## config.mk

```make
export PLATFORM = sky130hd
export DESIGN_NAME = matrix_reader
export DESIGN_NICKNAME = d
export VERILOG_FILES = /design/src/rtl/matmul_pkg.sv /design/src/rtl/index_counter.sv /design/src/rtl/matrix_reader.sv
export SDC_FILE = /design/constraint.sdc
export NUM_CORES = 1
export LEC_CHECK = 0
export ABC_AREA = 1
export CAP_MARGIN = 30
export CORE_AREA = 2 2 75 77
export DETAILED_ROUTE_END_ITERATION = 6
export DIE_AREA = 0 0 77 79
export GPL_ROUTABILITY_DRIVEN = 1
export PLACE_DENSITY = 0.71
export SLEW_MARGIN = 25
export SYNTH_ARGS = -nofsm -noshare
export SYNTH_HDL_FRONTEND = slang
export SYNTH_SLANG_ARGS = --single-unit
```

## constraint.sdc

```tcl
create_clock -name clk -period 2.2 [get_ports clk]
set_input_delay 0.44 -clock clk [delete_from_list [all_inputs] [get_ports clk]]
set_output_delay 0.44 -clock clk [all_outputs]
set_load 0.02 [all_outputs]
```

## src/rtl/matmul_pkg.sv

```systemverilog
// Shared definitions for the matrix multiplier blocks.
//   ADDR_W                        : memory address width (64-entry memory)
//   DEFAULT_ROW/COLUMN/SIZE       : default matrix geometry and element width
//   reader_state_t                : matrix_reader scan FSM states
package matmul_pkg;

    localparam int ADDR_W         = 6;
    localparam int DEFAULT_ROW    = 2;
    localparam int DEFAULT_COLUMN = 2;
    localparam int DEFAULT_SIZE   = 8;

    typedef enum logic [1:0] {
        IDLE   = 2'd0,
        STREAM = 2'd1,
        DONE   = 2'd2
    } reader_state_t;

endpackage

```

## src/rtl/index_counter.sv

```systemverilog
// 2-D row/column index counter with selectable walk order.
//   clk, rst    : clock, asynchronous active-high reset
//   clear       : synchronously return both indices to (0,0)
//   col_major   : 0 = column index moves fastest, 1 = row index moves fastest
//   advance     : step to the next element in the selected order
//   r, c        : current row / column index
//   final_elem  : current position is the last element of the matrix
// The walk wraps back to (0,0) after the last element, so a new scan can
// start without an explicit clear.
module index_counter
    import matmul_pkg::*;
#(
    parameter int ROW    = DEFAULT_ROW,
    parameter int COLUMN = DEFAULT_COLUMN
) (
    input  logic              clk,
    input  logic              rst,
    input  logic              clear,
    input  logic              col_major,
    input  logic              advance,
    output logic [ADDR_W-1:0] r,
    output logic [ADDR_W-1:0] c,
    output logic              final_elem
);

    localparam logic [ADDR_W-1:0] R_MAX = ADDR_W'(ROW - 1);
    localparam logic [ADDR_W-1:0] C_MAX = ADDR_W'(COLUMN - 1);

    logic r_at_max;
    logic c_at_max;

    assign r_at_max   = (r == R_MAX);
    assign c_at_max   = (c == C_MAX);
    // Both walk orders end on the bottom-right element.
    assign final_elem = r_at_max && c_at_max;

    always_ff @(posedge clk or posedge rst) begin
        if (rst) begin
            r <= '0;
            c <= '0;
        end else if (clear) begin
            r <= '0;
            c <= '0;
        end else if (advance) begin
            if (col_major) begin
                if (r_at_max) begin
                    r <= '0;
                    c <= c_at_max ? '0 : c + 1'b1;
                end else begin
                    r <= r + 1'b1;
                end
            end else begin
                if (c_at_max) begin
                    c <= '0;
                    r <= r_at_max ? '0 : r + 1'b1;
                end else begin
                    c <= c + 1'b1;
                end
            end
        end
    end

endmodule

```

## src/rtl/matrix_reader.sv

```systemverilog
// Read-side initiator for the matrix memory. Walks a ROW x COLUMN matrix at a
// base address in row- or column-major order and presents each element on a
// registered valid/ready stream.
//   clk, rst          : clock, asynchronous active-high reset
//   start             : begin a scan (only honoured in IDLE)
//   col_major         : scan order, latched on an accepted start
//   base_address      : address of element (0,0), latched on an accepted start
//   read/read_address : memory read port (data returns combinationally)
//   data              : memory read data
//   out_data/out_valid/out_ready/out_last/out_row/out_col : element stream
//   busy              : high while scanning
//   done              : one-cycle pulse after the last element is accepted
module matrix_reader
    import matmul_pkg::*;
#(
    parameter int ROW    = DEFAULT_ROW,
    parameter int COLUMN = DEFAULT_COLUMN,
    parameter int SIZE   = DEFAULT_SIZE
) (
    input  logic              clk,
    input  logic              rst,
    input  logic              start,
    input  logic              col_major,
    input  logic [ADDR_W-1:0] base_address,
    output logic              read,
    output logic [ADDR_W-1:0] read_address,
    input  logic [SIZE-1:0]   data,
    output logic [SIZE-1:0]   out_data,
    output logic              out_valid,
    input  logic              out_ready,
    output logic              out_last,
    output logic [ADDR_W-1:0] out_row,
    output logic [ADDR_W-1:0] out_col,
    output logic              busy,
    output logic              done
);

    reader_state_t     state_q;
    reader_state_t     state_d;
    logic              col_major_q;
    logic [ADDR_W-1:0] base_q;
    // Set while elements of the current scan are still to be fetched; the
    // index counter wraps after the last one, so it cannot tell us this.
    logic              pending_q;

    logic              accept_start;
    logic              load;
    logic              accept_last;
    logic [ADDR_W-1:0] r_idx;
    logic [ADDR_W-1:0] c_idx;
    logic              final_elem;
    logic [ADDR_W-1:0] addr_sum;

    assign accept_start = (state_q == IDLE) && start;
    assign load         = (state_q == STREAM) && pending_q && (!out_valid || out_ready);
    assign accept_last  = (state_q == STREAM) && out_valid && out_ready && out_last;

    // Address arithmetic deliberately wraps at ADDR_W bits.
    assign addr_sum     = base_q + ADDR_W'(r_idx * COLUMN) + c_idx;

    assign read         = load;
    assign read_address = (state_q == STREAM) ? addr_sum : '0;
    assign busy         = (state_q == STREAM);
    assign done         = (state_q == DONE);

    index_counter #(
        .ROW    (ROW),
        .COLUMN (COLUMN)
    ) u_index (
        .clk        (clk),
        .rst        (rst),
        .clear      (accept_start),
        .col_major  (col_major_q),
        .advance    (load),
        .r          (r_idx),
        .c          (c_idx),
        .final_elem (final_elem)
    );

    always_comb begin
        state_d = state_q;
        case (state_q)
            IDLE:    if (start) state_d = STREAM;
            STREAM:  if (accept_last) state_d = DONE;
            DONE:    state_d = IDLE;
            default: state_d = IDLE;
        endcase
    end

    always_ff @(posedge clk or posedge rst) begin
        if (rst) begin
            state_q     <= IDLE;
            col_major_q <= 1'b0;
            base_q      <= '0;
            pending_q   <= 1'b0;
        end else begin
            state_q <= state_d;
            if (accept_start) begin
                col_major_q <= col_major;
                base_q      <= base_address;
                pending_q   <= 1'b1;
            end else if (load && final_elem) begin
                pending_q   <= 1'b0;
            end
        end
    end

    // Output register: loads a fresh element whenever the slot is empty or
    // being drained this cycle, otherwise holds under backpressure.
    always_ff @(posedge clk or posedge rst) begin
        if (rst) begin
            out_data  <= '0;
            out_valid <= 1'b0;
            out_last  <= 1'b0;
            out_row   <= '0;
            out_col   <= '0;
        end else if (load) begin
            out_data  <= data;
            out_valid <= 1'b1;
            out_last  <= final_elem;
            out_row   <= r_idx;
            out_col   <= c_idx;
        end else if (out_valid && out_ready) begin
            out_valid <= 1'b0;
            out_last  <= 1'b0;
        end
    end

endmodule

```

==> impl_results.md, run 1 <==
- Pre-CTS worst setup slack: -0.580 ns
- Timing startpoint of the critical path: base_q[1]
- All-layer global routing usage: 18.2%
- Number of instances in the synthesized netlist: 288
- Congestion Overflow GR: 0
- DRC violations left: 0
- IR Drop Worst-Case VDD: 317 uV
- Required time at the endpoint of the critical path: 1.76 ns
- Wire length on met1: 2260 um
- Routed met2 length: 2490 um
- Worst endpoint data arrival time: 2.24 ns
- Highest routed metal layer: met4
- Power per standard cell area: 472 nW/um2
- Top_reg_cell synth: sky130_fd_sc_hd__dfrtp_1
- Outcome: complete, but fails checks
- Count of cell types in the netlist: 28
- Row cnt: 27
- Average wire per cell in the routed design: 12.0 um
- Critical path type: reg2out
- Vias in the first global route: 1928
- Avg Vias per Cell: 4.73
- Final Worst Setup Slack: -0.477 ns
- Worst Setup Start Kind: flip-flop
- Total of endpoints with negative setup slack in the final report: 5
- Die boundary height: 79 um
- Total die area: 6080 um2
- Level count of the clock H-tree: 2
- Reg clk slew, reported paths: 0.09 ns
- Relative slew slack: 63.6%
- Failing checks: negative setup slack
- Count of buffers inserted at the top-level ports: 49
- Static leakage: 0.00162 uW
- CTS Buf Count: 5
- Number of routed nets with antenna violations: 0
- Root Buffer: sky130_fd_sc_hd__clkbuf_8
- Starting density of the core: 44.1%
- Number of antenna violations at the first check in global routing: 0
- Vias: 2026
- Nets@finish: 388
- Worst flop-to-flop path startpoint: u_index.r[1]
- First-pass GRT wire length: 8700 um
- Most instantiated cells after synthesis: sky130_fd_sc_hd__nand2_1 (112), sky130_fd_sc_hd__dfrtp_1 (44), sky130_fd_sc_hd__inv_1 (26)
- Max Cap Viol: 0
- Top-Level Pins: 50
- Share of layout cells above drive strength 1: 18.5%
- Hold Startpoint: out_row[2]
- Core Area: 5340 um2
- Kind of end point of the critical path: output port
- Most instantiated library cell after synthesis: sky130_fd_sc_hd__nand2_1
- Combined area of all synthesized cells: 2360 um2
- Routability-driven placement congestion ratio: 0.803
- Iteration count of the initial detailed-routing pass: 4
- Largest fanout of any net on the critical path: 2
- Final setup skew: 0.00665 ns
- Final-layout fill cell count: 484
- Chip Width: 77 um
- Per-instance average area after synthesis: 8.18 um2
- HPWL after detailed placement: 3730 um
- Met3 routed wirelength: 305 um
- Count of final hold-check violations: 0
- Final worst-path cycle share: 122%
- Net count of the mapped netlist: 321
- Slew @ Worst Pin: 0.546 ns
- RSZ-0062 raised after global routing: yes
- Number of buffers between clock root and the deepest sink: 2
- Number of max-slew violations in the final report: 0
- ANT cells: 0
- Fraction of synthesized cell area taken by the top area cell type: 46.7%
- Share of synthesized area occupied by flip-flops and latches: 46.7%
- Total wire length after detailed routing: 5120 um
- Cell types with the largest area share after synthesis: sky130_fd_sc_hd__dfrtp_1 (47%), sky130_fd_sc_hd__nand2_1 (18%), sky130_fd_sc_hd__ha_1 (4.8%), sky130_fd_sc_hd__fa_1 (4.2%), sky130_fd_sc_hd__inv_1 (4.1%)
- Number of enable flip-flop cells after synthesis: 0
- Class of the most critical hold timing path: reg2reg
- Worst-Skew Late Latency: 0.30 ns
- Num Clock Sinks: 44
- Upper clock frequency limit: 374 MHz
- Post-synthesis async set-or-reset flop share: 100%
- Number of DRC markers in iteration 0: 99
- Maximum number of pins on one net before global-route repair: 45
- Library cell with the largest summed area after synthesis: sky130_fd_sc_hd__dfrtp_1
- CTS tree: done
- Time the final worst path needs with I/O delays and setup: 2.68 ns
- Number of register bits inferred by synthesis: 44
- Total power: 1520 uW
- Number of warnings issued by yosys: 0
- Post-synthesis to final-layout area growth: 36.5%
[sequential cells by signal, summed over array words and instances, names as in the netlist]
register,count
u_index.r,6
pending_q,1
out_valid,1
base_q,6
out_last,1
out_data,8
u_index.c,6
state_q,2
col_major_q,1
out_row,6
out_col,6
[metal layers]
metal  up-vias  global-route usage (%)
met5         -                       0
met4         0                    5.54
met3         6                    5.11
met2        50                    30.8
met1       928                    22.8
li1       1042                       -
[layout by cell type, fill, tap and decap left out, types with 3 or more instances in the layout]
| master | n |
|---|---|
| sky130_fd_sc_hd__ha_1 | 7 |
| sky130_fd_sc_hd__nand4_1 | 5 |
| sky130_fd_sc_hd__buf_6 | 4 |
| sky130_fd_sc_hd__nand2_2 | 4 |
| sky130_fd_sc_hd__nand2_1 | 111 |
| sky130_fd_sc_hd__nor2_1 | 14 |
| sky130_fd_sc_hd__inv_1 | 25 |
| sky130_fd_sc_hd__clkbuf_8 | 5 |
| sky130_fd_sc_hd__a21oi_1 | 3 |
| sky130_fd_sc_hd__nand3_1 | 15 |
| sky130_fd_sc_hd__dfrtp_1 | 43 |
| sky130_fd_sc_hd__o21ai_0 | 13 |
| sky130_fd_sc_hd__fa_1 | 4 |
| sky130_fd_sc_hd__clkdlybuf4s50_1 | 42 |
| sky130_fd_sc_hd__nor2_2 | 4 |
| sky130_fd_sc_hd__buf_4 | 21 |
| sky130_fd_sc_hd__o21ai_2 | 8 |
[cells by family after synthesis]
family	share of synthesized area (%)
and+or+nand+nor	29.0
DFF	46.7
buffers and inverters	6.85
AOI/OAI and AO/OA	7.22
adders and majority gates	9.03
xor gates and xnor gates	1.12
[worst max-delay path, stage by stage (launching register included)]
cell,delay (ns)
sky130_fd_sc_hd__dfrtp_1,0.41
sky130_fd_sc_hd__fa_1,0.48
sky130_fd_sc_hd__ha_2,0.21
sky130_fd_sc_hd__fa_2,0.35
sky130_fd_sc_hd__a21oi_2,0.16
sky130_fd_sc_hd__nand3_1,0.09
sky130_fd_sc_hd__nand2_1,0.08
sky130_fd_sc_hd__nor2_2,0.04
sky130_fd_sc_hd__buf_6,0.13
[through the flow]
step | instance area, um2 | TNS (ns) | instances | hold WS (ns) | utilization (%)
floorplan | 2390 | -0.131 | 288 | 0.455 | -
global placement | 3050 | -2.29 | 418 | 0.461 | 57.1
detailed placement | 3050 | -2.45 | 418 | 0.465 | 57.1
CTS | 3200 | -1.77 | 428 | 0.488 | 59.9
global route | 3220 | -2.13 | 428 | 0.499 | 60.3
finish | 3220 | -1.69 | 428 | 0.483 | 60.3
[final cells by class]
class	instances	area, um2	share of cell area [%]
clock buffer	5	68.8	2.14
clock inverter	3	42.5	1.32
inverter	28	105	3.27
multi-input combinational	207	1170	36.3
sequential	44	1100	34.3
tap	72	90.1	2.80
timing repair buffer	69	641	19.9
[report_power, final]
| group | internal (uW) | switching (uW) |
|---|---|---|
| sequential | 815 | 3.53 |
| clock | 336 | 279 |
| combinational | 45.8 | 37.3 |
| total | 1200 | 320 |
[repair_timing]
item,4_1_cts,5_1_grt
setup buffers,2,0
pin swaps,5,1
hold endpoints to repair,0,0
resized for setup,33,5
setup endpoints to repair,7,5
hold buffers,0,0
[path summary, 6_finish.rpt]
check	end	slack [ns]	depth (start not counted)
hold / removal	out_row[2]	0.48	2
min in group asynchronous	out_valid	0.59	3
setup reg to reg	u_index.c[1]	0.53	7
hold reg to reg	out_row[2]	0.48	2
setup / recovery	read_address[5]	-0.48	8
max in group asynchronous	u_index.r[0]	1.19	3
(Power assumes the default switching activity.)
==> run 2, diff against run 1 <==
--- a/config.mk
+++ b/config.mk
@@ -8,11 +8,13 @@
 export ABC_AREA = 1
 export CAP_MARGIN = 30
 export CORE_AREA = 2 2 75 77
+export CTS_CLUSTER_SIZE = 16
 export DETAILED_ROUTE_END_ITERATION = 6
 export DIE_AREA = 0 0 77 79
 export GPL_ROUTABILITY_DRIVEN = 1
-export PLACE_DENSITY = 0.71
+export PLACE_DENSITY = 0.72
 export SLEW_MARGIN = 25
 export SYNTH_ARGS = -nofsm -noshare
 export SYNTH_HDL_FRONTEND = slang
+export SYNTH_HIERARCHICAL = 1
 export SYNTH_SLANG_ARGS = --single-unit
==> run 2 against run 1 <==
Against the previous run:
- the flow still finishes with violations (negative setup slack)
- clock skew decreased by 0.00064 ns
- first-iteration DRC count increased by 6.1%
- critical path depth unchanged
- setup slack got worse by 0.074 ns
- sequential power decreased by 1%
- critical endpoint is now read_address[3]
- largest cell class unchanged
==> impl_results.md, run 2 <==
- Total die area: 6080 um2 (unchanged)
- Root Buffer: sky130_fd_sc_hd__clkbuf_8 (unchanged)
- Worst-Skew Late Latency: 0.30 ns (about the same)
- Final setup skew: 0.00600 ns (was 0.00665 ns)
- Die boundary height: 79 um (unchanged)
- Net count of the mapped netlist: 328 (was 321)
- Library cell with the largest summed area after synthesis: sky130_fd_sc_hd__dfrtp_1 (unchanged)
- Iteration count of the initial detailed-routing pass: 4 (unchanged)
- Number of placed cells counting well taps: 429 (was 418)
- Post-synthesis to final-layout area growth: 37.5% (was 36.5%)
- Number of buffers between clock root and the deepest sink: 2 (unchanged)
- Reg clk slew, reported paths: 0.09 ns (about the same)
- Per-instance average area after synthesis: 8.05 um2 (was 8.18 um2)
- Relative slew slack: 66.6% (was 63.6%)
- Final worst-path cycle share: 125% (was 122%)
- Nets@finish: 400 (was 388)
- Level count of the clock H-tree: 2 (unchanged)
- Most instantiated cells after synthesis: sky130_fd_sc_hd__nand2_1 (126), sky130_fd_sc_hd__dfrtp_1 (44), sky130_fd_sc_hd__inv_1 (25) (was sky130_fd_sc_hd__nand2_1 (112), sky130_fd_sc_hd__dfrtp_1 (44), sky130_fd_sc_hd__inv_1 (26))
- Total power: 1510 uW (was 1520 uW)
- Worst endpoint data arrival time: 2.31 ns (was 2.24 ns)
- CP top delay family: adder cells (unchanged)
- Number of instances in the synthesized netlist: 295 (was 288)
- Failing checks: negative setup slack (unchanged)
- Largest fanout of any net on the critical path: 2 (unchanged)
- Most instantiated library cell after synthesis: sky130_fd_sc_hd__nand2_1 (unchanged)
- Max Cap Viol: 0 (unchanged)
- Required time at the endpoint of the critical path: 1.76 ns (about the same)
- Outcome: complete, but fails checks (unchanged)
- Placed standard-cell area: 3110 um2 (was 3050 um2)
- Combined area of all synthesized cells: 2370 um2 (was 2360 um2)
- Congestion Overflow GR: 0 (unchanged)
- Most common library cell in the layout ignoring fill and taps: sky130_fd_sc_hd__nand2_1 (unchanged)
- Delay of the slowest critical-path stage: 0.48 ns (about the same)
- Ordered cell list for the critical path: fa_1 -> ha_2 -> fa_2 -> buf_4 -> buf_6 -> o21ai_2 -> a21oi_2 -> buf_4 (was fa_1 -> ha_2 -> fa_2 -> a21oi_2 -> nand3_1 -> nand2_1 -> nor2_2 -> buf_6)
- Final-layout fill cell count: 496 (was 484)
- Row cnt: 27 (unchanged)
- Number of max-slew violations in the final report: 0 (unchanged)
- Cell mode on critical path: sky130_fd_sc_hd__buf_4
- Vias in the first global route: 2093 (was 1928)
- Maximum number of pins on one net before global-route repair: 27 (was 45)
- Final Worst Setup Slack: -0.550 ns (was -0.477 ns)
- Cell types with the largest area share after synthesis: sky130_fd_sc_hd__dfrtp_1 (46%), sky130_fd_sc_hd__nand2_1 (20%), sky130_fd_sc_hd__ha_1 (4.7%), sky130_fd_sc_hd__fa_1 (4.2%), sky130_fd_sc_hd__inv_1 (4.0%) (was sky130_fd_sc_hd__dfrtp_1 (47%), sky130_fd_sc_hd__nand2_1 (18%), sky130_fd_sc_hd__ha_1 (4.8%), sky130_fd_sc_hd__fa_1 (4.2%), sky130_fd_sc_hd__inv_1 (4.1%))
- Core Area: 5340 um2 (unchanged)
- Number of DRC markers in iteration 0: 105 (was 99)
- HPWL after detailed placement: 4200 um (was 3730 um)
- Count of buffers inserted at the top-level ports: 49 (unchanged)
- Class of the most critical hold timing path: in2async (was reg2reg)
- Static leakage: 0.00172 uW (was 0.00162 uW)
- Share of synthesized area occupied by flip-flops and latches: 46.4% (was 46.7%)
- RSZ-0062 raised after global routing: yes (unchanged)
- Number of routed nets with antenna violations: 0 (unchanged)
- Fraction of synthesized cell area taken by the top area cell type: 46.4% (was 46.7%)
- Hold_ws: 0.486 ns (was 0.483 ns)
- Top_reg_cell synth: sky130_fd_sc_hd__dfrtp_1 (unchanged)
- Top-Level Pins: 50 (unchanged)
- Number of warnings issued by yosys: 6 (was 0)
- Avg Vias per Cell: 4.80 (was 4.73)
- CTS tree: done (unchanged)
- Worst Setup Start Kind: flip-flop (unchanged)
- Count of cell types in the netlist: 28 (unchanged)
- Max reg flops: 8 (unchanged)
- Number of enable flip-flop cells after synthesis: 0 (unchanged)
- Time the final worst path needs with I/O delays and setup: 2.75 ns (was 2.68 ns)
- Chip Width: 77 um (unchanged)
- First-pass GRT wire length: 9690 um (was 8700 um)
- Average wire per cell in the routed design: 12.8 um (was 12.0 um)
- Cell count of the worst reg-to-reg path: 10 (was 7)
- Critical path type: reg2out (unchanged)
- Vias: 2111 (was 2026)
- Final standard cell area without fillers: 3260 um2 (was 3220 um2)
- Setup slack of the worst register-to-register path: 0.57 ns (was 0.53 ns)
- Starting density of the core: 44.5% (was 44.1%)
- Crit path buf inv count: 3 (was 1)
- Power per standard cell area: 462 nW/um2 (was 472 nW/um2)
- IR Drop Worst-Case VDD: 289 uV (was 317 uV)
- Slew @ Worst Pin: 0.501 ns (was 0.546 ns)
- Number of hold buffers added after CTS: 0 (unchanged)
- All-layer global routing usage: 20.1% (was 18.2%)
- Largest reg by FF count: out_data (unchanged)
- DRC violations left: 0 (unchanged)
- Share of layout cells above drive strength 1: 18.5% (about the same)
- Finished Layout Cells: 440 (was 428)
- Kind of end point of the critical path: output port (unchanged)
- Pre-CTS worst setup slack: -0.640 ns (was -0.580 ns)
- ANT cells: 0 (unchanged)
- Cell with the largest stage delay on the worst path: sky130_fd_sc_hd__fa_1 (unchanged)
- Routability-driven placement congestion ratio: 0.907 (was 0.803)
- Number of register bits inferred by synthesis: 44 (unchanged)
- Num Clock Sinks: 44 (unchanged)
- Count of final hold-check violations: 0 (unchanged)
- Number of antenna violations at the first check in global routing: 0 (unchanged)
- Post-synthesis async set-or-reset flop share: 100% (unchanged)
- CTS Buf Count: 5 (unchanged)
- Upper clock frequency limit: 364 MHz (was 374 MHz)
- Total of endpoints with negative setup slack in the final report: 5 (unchanged)
- Most frequent cells in the layout: sky130_fd_sc_hd__nand2_1 (125), sky130_fd_sc_hd__dfrtp_1 (42), sky130_fd_sc_hd__clkdlybuf4s50_1 (42) (was sky130_fd_sc_hd__nand2_1 (111), sky130_fd_sc_hd__dfrtp_1 (43), sky130_fd_sc_hd__clkdlybuf4s50_1 (42))
- Cell depth of the worst setup path: 8 (unchanged)
- Total wire length after detailed routing: 5640 um (was 5120 um)
-- run 2: logic make-up (layout without fill, tap and decap cells) --
family	after synthesis	in the layout	share of synthesized area [%]
simple gates	179	179	32.7
flops	44	44	46.4
buf+inv	35	108	6.11
compound gates	18	18	4.00
fa+ha+maj	14	14	8.96
xor+xnor	5	5	1.84
-- run 2: through the flow --
step	setup TNS (ns)	utilization [%]
floorplan	-0.186	-
global placement	-2.26	58.3
detailed placement	-2.37	58.3
CTS	-1.82	60.7
global route	-2.24	61.2
finish	-1.88	61.2
-- run 2: routing by layer --
metal	share of wire, %	vias up	wire [um]	track usage [%]
li1	-	1046	-	-
met1	45	1006	2510	26.1
met2	50	50	2810	33.5
met3	4.0	9	228	4.77
met4	1.5	0	85	6.25
met5	0	-	0	0
-- run 2: power by group --
group	switching (uW)	total [uW]	internal [uW]
Sequential	0	808	808
Combinational	21.8	53.3	31.5
Clock	304	646	342
Total	326	1510	1180
-- run 2: timing repair --
action | 4_1_cts | 5_1_grt
resized for setup | 34 | 3
pin swaps | 4 | 5
buffers inserted | 1 | 2
setup endpoints to repair | 7 | 5
-- run 2: cell type report --
class	count	area (um2)	area share [%]
timing repair buffer	69	653	20.0
clock buffer	5	68.8	2.11
clock inverter	3	46.3	1.42
inverter	31	119	3.64
multi-input combinational	216	1180	36.3
tap	72	90.1	2.76
sequential	44	1100	33.8
-- run 2: final timing paths --
check	from	endpoint
worst max-delay path	base_q[1]	read_address[3]
worst min-delay path	rst	u_index/r[5]
worst max register to register	state_q[1]	u_index/r[0]
worst min register to register	out_data[1]	out_data[1]
max in group asynchronous	rst	pending_q
min in group clk	out_data[1]	out_data[1]
